===== config.mk =====
export PLATFORM = sky130hd
export DESIGN_NAME = fb_arbiter
export DESIGN_NICKNAME = d
export VERILOG_FILES = /design/src/rtl/fb_pkg.sv /design/src/rtl/fb_clear_engine.sv /design/src/rtl/fb_arbiter.sv
export SDC_FILE = /design/constraint.sdc
export NUM_CORES = 1
export LEC_CHECK = 0
export CAP_MARGIN = 5
export CORE_MARGIN = 5
export CORE_UTILIZATION = 35
export CTS_BUF_LIST = sky130_fd_sc_hd__clkbuf_8
export CTS_CLUSTER_SIZE = 12
export DETAILED_ROUTE_END_ITERATION = 12
export GPL_ROUTABILITY_DRIVEN = 0
export PLACE_DENSITY = 0.85
export SYNTH_ARGS = -nofsm -noshare
export SYNTH_HDL_FRONTEND = slang
export SYNTH_SLANG_ARGS = --single-unit

===== constraint.sdc =====
create_clock -name Clk -period 2.05 [get_ports Clk]
set_clock_uncertainty 0.1 [all_clocks]
set_input_delay 0.205 -clock Clk [delete_from_list [all_inputs] [get_ports Clk]]
set_output_delay 0.205 -clock Clk [all_outputs]
set_load 0.02 [all_outputs]

===== src/rtl/fb_pkg.sv =====
// Shared types and default geometry for the framebuffer arbiter.
// Default frame is 320x240 palette-indexed words per bank.
package fb_pkg;

    localparam int DEF_ADDR_W   = 17;
    localparam int DEF_DATA_W   = 8;
    localparam int DEF_FB_WORDS = 76800;

    typedef enum logic [1:0] {
        IDLE    = 2'd0,
        WAIT_VS = 2'd1,
        CLEAR   = 2'd2
    } fb_state_t;

    typedef logic [DEF_ADDR_W-1:0] fb_addr_t;

endpackage


===== src/rtl/fb_clear_engine.sv =====
// Sequential word counter that sweeps 0..FB_WORDS-1 of the back bank.
// Counter restarts on start_i and wraps to 0 after the last word.
module fb_clear_engine #(
    parameter int ADDR_W   = 17,
    parameter int FB_WORDS = 76800
) (
    input  logic              clk_i,
    input  logic              rst_ni,
    input  logic              start_i,
    input  logic              advance_i,
    output logic [ADDR_W-1:0] addr_o,
    output logic              done_o
);

    logic [ADDR_W-1:0] cnt_q;
    logic              last;

    assign last   = (cnt_q == ADDR_W'(FB_WORDS - 1));
    assign addr_o = cnt_q;
    assign done_o = advance_i & last;

    always_ff @(posedge clk_i or negedge rst_ni) begin
        if (!rst_ni) begin
            cnt_q <= '0;
        end else if (start_i) begin
            cnt_q <= '0;
        end else if (advance_i) begin
            cnt_q <= last ? '0 : cnt_q + 1'b1;
        end
    end

endmodule


===== src/rtl/fb_arbiter.sv =====
// Single-port framebuffer arbiter with tear-free double-buffer swap.
// Define FB_CLEAR_EN to clear the new back bank after every swap.
module fb_arbiter
    import fb_pkg::*;
#(
    parameter int                ADDR_W    = DEF_ADDR_W,
    parameter int                DATA_W    = DEF_DATA_W,
    parameter int                FB_WORDS  = DEF_FB_WORDS,
    parameter logic [DATA_W-1:0] CLEAR_VAL = '0
) (
    input  logic              Clk,
    input  logic              reset_rtl_0,
    input  logic              vsync,
    input  logic              scan_req,
    input  logic [ADDR_W-1:0] scan_addr,
    output logic              scan_gnt,
    output logic              scan_rvalid,
    output logic [DATA_W-1:0] scan_rdata,
    input  logic              rast_req,
    input  logic [ADDR_W-1:0] rast_addr,
    input  logic [DATA_W-1:0] rast_wdata,
    output logic              rast_gnt,
    input  logic              swap_req,
    output logic              swap_pending,
    output logic              swap_done,
    output logic              front_sel,
    output logic              clr_busy,
    output logic [ADDR_W:0]   mem_addr,
    output logic              mem_we,
    output logic [DATA_W-1:0] mem_wdata,
    input  logic [DATA_W-1:0] mem_rdata
);

    fb_state_t         state_q;
    logic              vsync_q;
    logic              front_sel_q;
    logic              swap_pending_q;
    logic              scan_rvalid_q;
    logic              clr_busy_q;
    logic [ADDR_W:0]   addr_q;
    logic [DATA_W-1:0] wdata_q;

    logic              vs_rise;
    logic              flip;
    logic              clr_we;
    logic              clr_done;
    logic [ADDR_W-1:0] clr_addr;

    assign vs_rise = vsync & ~vsync_q;
    assign flip    = (state_q == WAIT_VS) & vs_rise;

    assign scan_gnt     = scan_req;
    assign scan_rvalid  = scan_rvalid_q;
    assign scan_rdata   = mem_rdata;
    assign swap_pending = swap_pending_q;
    assign swap_done    = flip;
    assign front_sel    = front_sel_q;
    assign clr_busy     = clr_busy_q;

    // Gating on reset keeps the BRAM untouched while reset is held.
    assign rast_gnt = rast_req & ~scan_req & (state_q == IDLE)
                    & reset_rtl_0;

`ifdef FB_CLEAR_EN
    assign clr_we = (state_q == CLEAR) & ~scan_req & reset_rtl_0;

    fb_clear_engine #(
        .ADDR_W   (ADDR_W),
        .FB_WORDS (FB_WORDS)
    ) u_clear (
        .clk_i     (Clk),
        .rst_ni    (reset_rtl_0),
        .start_i   (flip),
        .advance_i (clr_we),
        .addr_o    (clr_addr),
        .done_o    (clr_done)
    );
`else
    logic unused_cfg;

    assign clr_we     = 1'b0;
    assign clr_done   = 1'b0;
    assign clr_addr   = '0;
    assign unused_cfg = ^CLEAR_VAL ^ (FB_WORDS > 0);
`endif

    always_comb begin
        mem_addr  = addr_q;
        mem_wdata = wdata_q;
        mem_we    = 1'b0;
        if (scan_req) begin
            mem_addr = {front_sel_q, scan_addr};
        end else if (clr_we) begin
            mem_addr  = {~front_sel_q, clr_addr};
            mem_wdata = CLEAR_VAL;
            mem_we    = 1'b1;
        end else if (rast_gnt) begin
            mem_addr  = {~front_sel_q, rast_addr};
            mem_wdata = rast_wdata;
            mem_we    = 1'b1;
        end
    end

    always_ff @(posedge Clk or negedge reset_rtl_0) begin
        if (!reset_rtl_0) begin
            vsync_q       <= 1'b0;
            scan_rvalid_q <= 1'b0;
            addr_q        <= '0;
            wdata_q       <= '0;
        end else begin
            vsync_q       <= vsync;
            scan_rvalid_q <= scan_gnt;
            addr_q        <= mem_addr;
            wdata_q       <= mem_wdata;
        end
    end

    always_ff @(posedge Clk or negedge reset_rtl_0) begin
        if (!reset_rtl_0) begin
            state_q        <= IDLE;
            front_sel_q    <= 1'b0;
            swap_pending_q <= 1'b0;
            clr_busy_q     <= 1'b0;
        end else begin
            unique case (state_q)
                IDLE: begin
                    if (swap_req) begin
                        state_q        <= WAIT_VS;
                        swap_pending_q <= 1'b1;
                    end
                end
                WAIT_VS: begin
                    if (vs_rise) begin
                        front_sel_q    <= ~front_sel_q;
                        swap_pending_q <= 1'b0;
`ifdef FB_CLEAR_EN
                        state_q        <= CLEAR;
                        clr_busy_q     <= 1'b1;
`else
                        state_q        <= IDLE;
`endif
                    end
                end
                CLEAR: begin
                    if (clr_done) begin
                        state_q    <= IDLE;
                        clr_busy_q <= 1'b0;
                    end
                end
                default: state_q <= IDLE;
            endcase
        end
    end

endmodule


==> results by group <==
Routing
  • Routed length on met2: 2.38 mm
  • DRC violations left: 0
  • Max layer used: met4
  • Routed wire length: 4.26 mm
  • Drt wl/cell: 18.0 um
  • Vias post-DR: 1145
  • Met3 wire len: 297 um
  • Post-DRT Antenna Nets: 0
  • Vias per cell: 4.83
  • TritonRoute pass-1 iters: 4
  • DRT iter0 DRCs: 42
  • Met1 wire length: 1.51 mm

Final layout
  • Final net count: 245
  • Layout area overhead: 62.1%
  • Share of layout cells above drive strength 1: 31.2%
  • Commonest non-fill, non-tap cell in the layout: clkdlybuf4s50_1
  • Most frequent cells in the layout: clkdlybuf4s50_1, dfrtp_1, buf_2
  • # diodes: 0
  • Non-filler cells, final: 237
  • Fillers: 343

Synthesis
  • Post-synth net total: 157
  • Ys Warns: 0
  • Netlist Area Pre-Place: 1370 um^2
  • Synth area leader: dfrtp_1
  • Avg Inst Size Synth: 13.5 um^2
  • Synthesis-stage register bit count: 30
  • Syn Inst Count: 101
  • Top cell type's share of synthesized area: 55.0%
  • Top cells by area, synth: dfrtp_1, a22o_1, a21o_1
  • Seq/Total Area, Yosys: 55.0%
  • Unique cell type count in the Yosys netlist: 18

GRT
  • GR Util All Layers: 17.2%
  • Pin count of the biggest net entering global routing: 31
  • First-pass GRT wire length: 6.84 mm
  • Vias in the first global route: 1408
  • Total grt overflow: 0
  • Antenna violations before repair: 0

Power
  • Static Leakage: 1.13 nW
  • Worst vdd ir: 0.543 mV
  • Switch Pwr: 0.000558 W
  • Power per cell area: 817 nW/um^2
  • Power share of the combinational group: 35.8%
  • Clk pwr share: 23.2%
  • P_int: 0.00125 W
  • Sw Share: 30.8%
  • Flop pwr share: 41.0%

Timing
  • Final Hold Vio Count: 0
  • RSZ-0062 raised after global routing: yes
  • FMAX: 494 MHz
  • Period minus WS final: 2030 ps
  • Pins Over Slew Limit: 0
  • Final worst-path cycle share: 98.8%
  • Final setup vio count: 0
  • PnR worst setup slack: 23.9 ps

Worst setup path
  • Crit. End Element: primary output
  • CP most frequent cell: buf_6
  • CP Cell Sequence: and4bb_4 -> buf_12 -> buf_6 -> mux2_4 -> buf_6
  • WS Path Type: register to primary output
  • Crit path max-delay family: buffers and inverters
  • Critical Path AT: 1720 ps
  • Crit path required time: 1750 ps
  • Worst stage delay on the critical path: 370 ps
  • Critical Path Start Type: register
  • CP max FO: 15
  • Worst Path Buf+Inv: 3
  • Worst path slowest cell: dfrtp_1

Clock network
  • # H-tree levels: 2
  • CTS Buffer Depth: 2
  • Root Driver: clkbuf_8
  • Clock slew at reported path FFs: 60 ps
  • CTS Buf Count: 5
  • Worst skew pair latency: 270 ps
  • CTS tree: done
  • CTS Sinks: 30

Floorplan
  • Die Y: 72.5 um
  • Core area: 3720 um^2
  • Die X: 72.5 um
  • Starting Density: 36.7%
  • Ports: 98
  • Die ar.: 5250 um^2
  • Rows: 22

Status
  • Status: completed

Place
  • Post-Place Setup Slack: -370 ps
  • Post-Place Cells: 229
  • Final HPWL DP: 3.30 mm
  • Port bufs: 80

Worst hold path
  • Worst Hold Class: primary input to async pin

Run
  • Max Cap Violations: 0
-- flip-flops by register name, summed over array words and instances, names as in the netlist --
signal / flops
vsync_q: 1
swap_pending: 1
wdata_q: 8
scan_rvalid: 1
addr_q: 18
front_sel: 1
-- cells by family after synthesis --
group,Yosys count,synth area share (%)
flip-flops,30,55.0
AO/OA/AOI/OAI,35,21.4
buffers and inverters,17,9.62
AND/OR/NAND/NOR,9,4.22
XOR/XNOR,1,0.642
multiplexers,8,8.80
other,1,0.275
-- Yosys cell counts --
master,instances
dfrtp_1,30
a21o_1,17
a22o_1,17
buf_4,11
mux2_4,8
nor2_1,3
buf_6,2
clkbuf_1,2
nand2_1,2
and4bb_4,1
buf_8,1
conb_1,1
inv_1,1
nand2b_1,1
nor2_2,1
nor4bb_1,1
o311ai_2,1
xor2_1,1
-- metrics by stage --
| stage | area, um^2 | power (W) | hold WS [ps] | util [%] | setup TNS [ps] |
|---|---|---|---|---|---|
| floorplan | 1370 | 0.00110 | -191 | - | 0 |
| global placement | 2230 | 0.00145 | 310 | 60.0 | -7860 |
| detailed placement | 2230 | 0.00148 | 310 | 60.0 | -8560 |
| CTS | 2290 | 0.00186 | 171 | 61.7 | -30.5 |
| global route | 2210 | 0.00189 | 221 | 59.5 | -18.8 |
| finish | 2210 | 0.00181 | 151 | 59.5 | 0 |
-- routing by layer --
metal	GRT usage [%]	up-vias
met4	6.76	0
met1	17.4	561
li1	-	526
met5	0	-
met2	33.3	51
met3	4.29	7
-- cell type report --
class                           instances  area [um^2]  share of cell area [%]
Clock buffer                            5         68.8                    3.11
Sequential cell                        30          751                    33.9
Inverter                                1         3.75                   0.170
Clock inverter                          2         7.51                   0.339
Multi-Input combinational cell         54          483                    21.8
Timing Repair Buffer                   97          838                    37.9
Tap cell                               48         60.1                    2.71
-- power groups by stage --
stage / logic, W / clock network [W] / registers [W]
floorplan: 0.000348 / 0 / 0.000753
global placement: 0.000708 / 0 / 0.000744
detailed placement: 0.000734 / 0 / 0.000749
CTS: 0.000681 / 0.000437 / 0.000741
global route: 0.000686 / 0.000462 / 0.000747
finish: 0.000647 / 0.000420 / 0.000741
-- worst paths after layout --
path	start	to	slack, ps	cells after the start
max	swap_pending	mem_wdata[6]	20	5
min	reset_rtl_0	wdata_q[7]	150	3
max reg2reg	swap_pending	wdata_q[6]	520	4
min reg2reg	addr_q[10]	addr_q[10]	370	1
max in group asynchronous	reset_rtl_0	addr_q[8]	1420	3
min in group Clk	scan_req	scan_rvalid	270	2
-- what timing repair did --
item / 4_1_cts / 5_1_grt
hold buffers: 0 / 0
buffers inserted: 1 / 0
pin swaps: 1 / 1
gates resized for setup: 91 / 19
setup endpoints to repair: 28 / 19
-- worst reg2reg max path, stage by stage, from the launching register on --
cell      delay [ps]
dfrtp_1          370
and4bb_4         370
buf_12           170
buf_6            100
mux2_4           300
No activity file was read; power rests on OpenSTA's default activity.
